<file path="config.mk">
export PLATFORM = sky130hd
export DESIGN_NAME = alu_op_driver
export DESIGN_NICKNAME = d
export VERILOG_FILES = /design/src/rtl/alu_pkg.sv /design/src/rtl/alu_settle_cnt.sv /design/src/rtl/alu_op_driver.sv
export SDC_FILE = /design/constraint.sdc
export NUM_CORES = 1
export LEC_CHECK = 0
export BUFFER_PORTS_ARGS = -buffer_cell sky130_fd_sc_hd__buf_2
export CAP_MARGIN = 20
export CORE_ASPECT_RATIO = 0.8
export CORE_MARGIN = 1
export CORE_UTILIZATION = 48
export DETAILED_ROUTE_END_ITERATION = 10
export GPL_TIMING_DRIVEN = 0
export HOLD_SLACK_MARGIN = 0.03
export PLACE_DENSITY = 0.77
export SLEW_MARGIN = 10
export SYNTH_ARGS = -nofsm -noshare
export SYNTH_HDL_FRONTEND = slang
export SYNTH_SLANG_ARGS = --single-unit
</file>
<file path="constraint.sdc">
create_clock -name clk -period 2.2 [get_ports clk]
set_clock_uncertainty 0.2 [all_clocks]
set_input_delay 0.11 -clock clk [delete_from_list [all_inputs] [get_ports clk]]
set_output_delay 0.11 -clock clk [all_outputs]
set_load 0.02 [all_outputs]
</file>
<file path="src/rtl/alu_pkg.sv">
// Shared definitions for the ALU operand driver: MIPS ALU control codes,
// driver FSM state type and the op-legality check.
package alu_pkg;

  localparam logic [3:0] OP_AND = 4'b0000;
  localparam logic [3:0] OP_OR  = 4'b0001;
  localparam logic [3:0] OP_ADD = 4'b0010;
  localparam logic [3:0] OP_SUB = 4'b0110;
  localparam logic [3:0] OP_SLT = 4'b0111;
  localparam logic [3:0] OP_NOR = 4'b1100;

  typedef enum logic [1:0] {
    ST_IDLE   = 2'd0,
    ST_SETTLE = 2'd1,
    ST_RESP   = 2'd2
  } drvState_t;

  function automatic logic opLegal(input logic [3:0] op);
    case (op)
      OP_AND, OP_OR, OP_ADD, OP_SUB, OP_SLT, OP_NOR: opLegal = 1'b1;
      default:                                       opLegal = 1'b0;
    endcase
  endfunction

endpackage

</file>
<file path="src/rtl/alu_settle_cnt.sv">
// Settle down-counter: loaded when an op is launched, counts down while the
// ALU settles, flags done on the last settle cycle.
module alu_settle_cnt #(
  parameter int CNT_W = 4
) (
  input  logic             clk,
  input  logic             rst,
  input  logic             load,
  input  logic [CNT_W-1:0] loadVal,
  input  logic             dec,
  output logic             done
);

  logic [CNT_W-1:0] count;

  always_ff @(posedge clk) begin
    if (rst) begin
      count <= '0;
    end else if (load) begin
      count <= loadVal;
    end else if (dec && (count != '0)) begin
      count <= count - CNT_W'(1);
    end
  end

  assign done = (count == CNT_W'(1));

endmodule

</file>
<file path="src/rtl/alu_op_driver.sv">
// Request/response wrapper that drives a combinational ALU and captures its
// result after a settle delay. Optional macro ALU_DRV_BYPASS_EN: back-to-back accept in RESP.
module alu_op_driver
  import alu_pkg::*;
#(
  parameter int SETTLE_CYCLES = 1,
  parameter int WIDTH         = 32
) (
  input  logic             clk,
  input  logic             rst,
  input  logic             req_valid,
  output logic             req_ready,
  input  logic [3:0]       req_op,
  input  logic [WIDTH-1:0] req_a,
  input  logic [WIDTH-1:0] req_b,
  output logic [WIDTH-1:0] alu_a,
  output logic [WIDTH-1:0] alu_b,
  output logic [3:0]       alu_op,
  input  logic [WIDTH-1:0] alu_r,
  output logic             rsp_valid,
  input  logic             rsp_ready,
  output logic [WIDTH-1:0] rsp_r,
  output logic             rsp_zero,
  output logic             rsp_err
);

  localparam logic [3:0] SETTLE_LD = 4'(SETTLE_CYCLES);

  drvState_t state;
  logic      reqFire;
  logic      reqLegal;
  logic      cntDone;

  always_comb begin
    req_ready = 1'b0;
    case (state)
      ST_IDLE: req_ready = 1'b1;
`ifdef ALU_DRV_BYPASS_EN
      // A new op may launch on the same edge the current response is taken.
      ST_RESP: req_ready = rsp_ready;
`else
      ST_RESP: req_ready = 1'b0;
`endif
      default: req_ready = 1'b0;
    endcase
  end

  assign reqFire  = req_valid && req_ready;
  assign reqLegal = opLegal(req_op);

  alu_settle_cnt #(
    .CNT_W(4)
  ) uSettleCnt (
    .clk     (clk),
    .rst     (rst),
    .load    (reqFire && reqLegal),
    .loadVal (SETTLE_LD),
    .dec     (state == ST_SETTLE),
    .done    (cntDone)
  );

  always_ff @(posedge clk) begin
    if (rst) begin
      state     <= ST_IDLE;
      rsp_valid <= 1'b0;
      rsp_r     <= '0;
      rsp_zero  <= 1'b0;
      rsp_err   <= 1'b0;
      alu_a     <= '0;
      alu_b     <= '0;
      alu_op    <= OP_AND;
    end else begin
      case (state)
        ST_SETTLE: begin
          if (cntDone) begin
            rsp_r     <= alu_r;
            rsp_zero  <= (alu_r == '0);
            rsp_err   <= 1'b0;
            rsp_valid <= 1'b1;
            state     <= ST_RESP;
          end
        end
        ST_RESP: begin
          if (rsp_ready) begin
            rsp_valid <= 1'b0;
            state     <= ST_IDLE;
          end
        end
        default: ;
      endcase

      // An accepted request overrides the response hand-off above; illegal ops
      // leave the ALU ports untouched and answer immediately with an error.
      if (reqFire) begin
        if (reqLegal) begin
          alu_a     <= req_a;
          alu_b     <= req_b;
          alu_op    <= req_op;
          rsp_valid <= 1'b0;
          state     <= ST_SETTLE;
        end else begin
          rsp_r     <= '0;
          rsp_zero  <= 1'b0;
          rsp_err   <= 1'b1;
          rsp_valid <= 1'b1;
          state     <= ST_RESP;
        end
      end
    end
  end

endmodule

</file>
==> impl_metrics.yaml <==
status:
  status: "complete, no violations"
critical_path:
  start_kind: "input pin"
  setup.worst_path.class: "input pin to flip-flop"
  cp_common_cell: "buf_4"
  slowest_stage: "dlygate4sd3_1"
  end_kind: "flip-flop"
  slowest_delay_ns: 0.53
  worstPathRequired_ns: 2.28
  cp_cell_sequence: "dlygate4sd3_1, buf_2, or3b_1, o211ai_2, buf_4, buf_4, nand4b_1, o21ai_2"
  path_max_fanout: 10
  cp.arrival_ns: 2.10
clock_tree:
  htree_levels: 3
  cts_max_path_buffers: 2
  clock_sinks: 108
  numCtsBuffers: 9
  cts-resized-gates: 0
  cts_tree: "built"
  path_clk_slew_ns: 0.07
  cts_root_buffer: "clkbuf_16"
  insertion_delay_ns: 0.34
sta:
  final.period_utilization: 0.921
  rsz0062_at_grt: "no"
  hold-worst-slack_ns: 0.154
  timing.final.ws_setup_ns: 0.174
  clock.fmax_mhz: 494
  fin_crit_ns: 2.03
  tightest_slew_ns: 0.548
  setup_viol: 0
  report.final.slew_viol_count: 0
  slew_headroom: 0.635
  finalSetupTns_ns: 0
  finalHoldViolCount: 0
routing:
  vias_per_cell: 5.35
  drt_wl_total_um: 15800
  drtIter0Drc: 210
  antenna_left: 0
  vias: 5161
  dr.pass1.iters: 5
  drcViolationCount: 0
  routedWlPerCell_um: 16.4
synthesis:
  synth_area_leader_cell: "dfxtp_1"
  synth_cells: 508
  synth_cell_types: 36
  synth_area_leaders: "dfxtp_1, nand4b_1, o21ai_2"
  synth.most_common_cell: "dfxtp_1"
  synth-edff-count: 0
  ys_seq_area_frac: 0.432
  synthesis.nets: 614
  ys_warn_count: 0
  synth_flop_cell: "dfxtp_1"
  ys_top_cells_by_count: "dfxtp_1, nand2b_1, nand2_1, nand4b_1, o21ai_2"
  avgSynthCellArea_um2: 9.86
  async_reset_ff_frac: 0
  syn_area_um2: 5010
  synth_top_area_frac: 0.432
  ys_ff_latch: 108
flow_run:
  maxCapViolCount: 0
floorplan:
  die_area_um2: 10900
  start_util: 0.507
  row_count: 32
  ioPinCount: 208
  die_h_um: 93.4
  die_w_um: 116
  core_area_um2: 9890
final_layout:
  syn_to_final_growth_pct: 49.9
  final_util: 0.760
  nNetsFinal: 931
  nFillCells: 699
  final_layout_size_suffix_gt1_frac: 0.419
  stdcell_count: 965
global_route:
  antenna_found_initial: 0
  grt_usage: 0.297
  globalRouteOverflowTotal: 0
  grt_pass1_vias: 5303
  grt_max_degree: 16
  grt_pass1_wl_um: 25200
place:
  portBuffers: 206
  preCtsSetupSlack_ns: 0.0805
  routabilityCongestion: 0.843
  dp_hpwl_um: 10100
  dp_cells: 850
power_and_ir_drop:
  power_density_nw_per_um2: 626
  p_leak_nw: 3.15
  peakVddDrop_v: 0.000402
worst_hold_path:
  min_path_type: "input pin to flip-flop"
==> layout by cell type, fill, tap and decap left out, types with 2 or more instances in the layout <==
master,netlist,final
buf_2,10,216
a21oi_2,30,30
xor2_1,3,3
nand3_1,2,2
nor3_2,2,2
buf_6,3,3
a21oi_1,6,6
ha_1,2,2
nor2_1,3,3
dlygate4sd3_1,0,101
nand2_1,68,68
dfxtp_1,108,108
o21ai_2,68,68
nand4_1,2,2
nor4_1,8,8
nand4b_1,68,68
clkbuf_8,0,2
or3b_1,2,2
nand2b_1,69,69
clkbuf_1,26,26
buf_4,2,2
clkbuf_16,0,9
buf_12,8,8
inv_1,3,3
==> logic make-up (layout without fill, tap and decap cells) <==
kind of cell,after synthesis,in the layout,share of synthesized area
buf+inv,52,372,0.0734
fa+ha+maj,2,2,0.00499
simple gates,233,233,0.296
other cells,0,1,0
compound gates,109,109,0.187
xor+xnor,4,4,0.00699
flops,108,108,0.432
==> stage by stage <==
stage	total power [mW]	cell area (um2)
2_1_floorplan	2.67	5010
3_3_place_gp	2.94	6210
3_5_place_dp	2.97	6210
4_1_cts	4.71	7510
5_1_grt	4.88	7510
6_report	4.70	7510
==> what timing repair did <==
action | CTS | global route
endpoints found under the hold margin | 102 | 0
endpoints found under the setup margin | 0 | 10
hold buffers | 101 | 0
buffers inserted | 0 | 0
==> worst max-delay path, delay by kind of cell <==
family	cells	cell delay, ns
buffers and inverters	4	1.14
AOI/OAI and AO/OA	2	0.29
and+or+nand+nor	2	0.57
==> power breakdown <==
part	leakage [nW]	switching, mW	total [mW]	internal, mW
clock network	0.145	0.686	1.62	0.932
registers	0.876	0.0523	2.10	2.04
logic	2.13	0.542	0.988	0.446
==> per-layer routing <==
metal,vias to the layer above,part of all wire,routed length (um),GRT usage
met1,2445,0.41,6550,0.342
li1,2428,-,-,-
met3,56,0.057,907,0.0719
met2,232,0.49,7750,0.513
met5,-,0,0,0
met4,0,0.039,620,0.147
==> state kept, by name, indices dropped and copies added, names as in the netlist <==
register          flops
alu_b                32
alu_op                4
rsp_valid             1
rsp_err               1
alu_a                32
uSettleCnt.count      4
rsp_zero              1
state                 1
rsp_r                32
==> final cells by class <==
type	count	area [um2]	share of cell area
Clock buffer	12	256	0.0341
Sequential cell	108	2160	0.288
Inverter	3	11.3	0.00150
Antenna cell	1	2.50	0.000333
Tap cell	136	170	0.0227
Clock inverter	2	35.0	0.00466
Multi-Input combinational cell	348	2480	0.330
Timing Repair Buffer	307	2040	0.272
Buffer	48	353	0.0470
==> worst paths after layout <==
check	end	slack, ns	from	depth (start not counted)
worst max-delay path	alu_a[26]	0.17	req_op[3]	8
worst min-delay path	rsp_err	0.15	req_valid	4
worst min register to register	rsp_err	0.26	rsp_err	2
worst max register to register	rsp_r[5]	0.22	rsp_valid	6
Note: power is estimated with default switching activity, not from simulation.
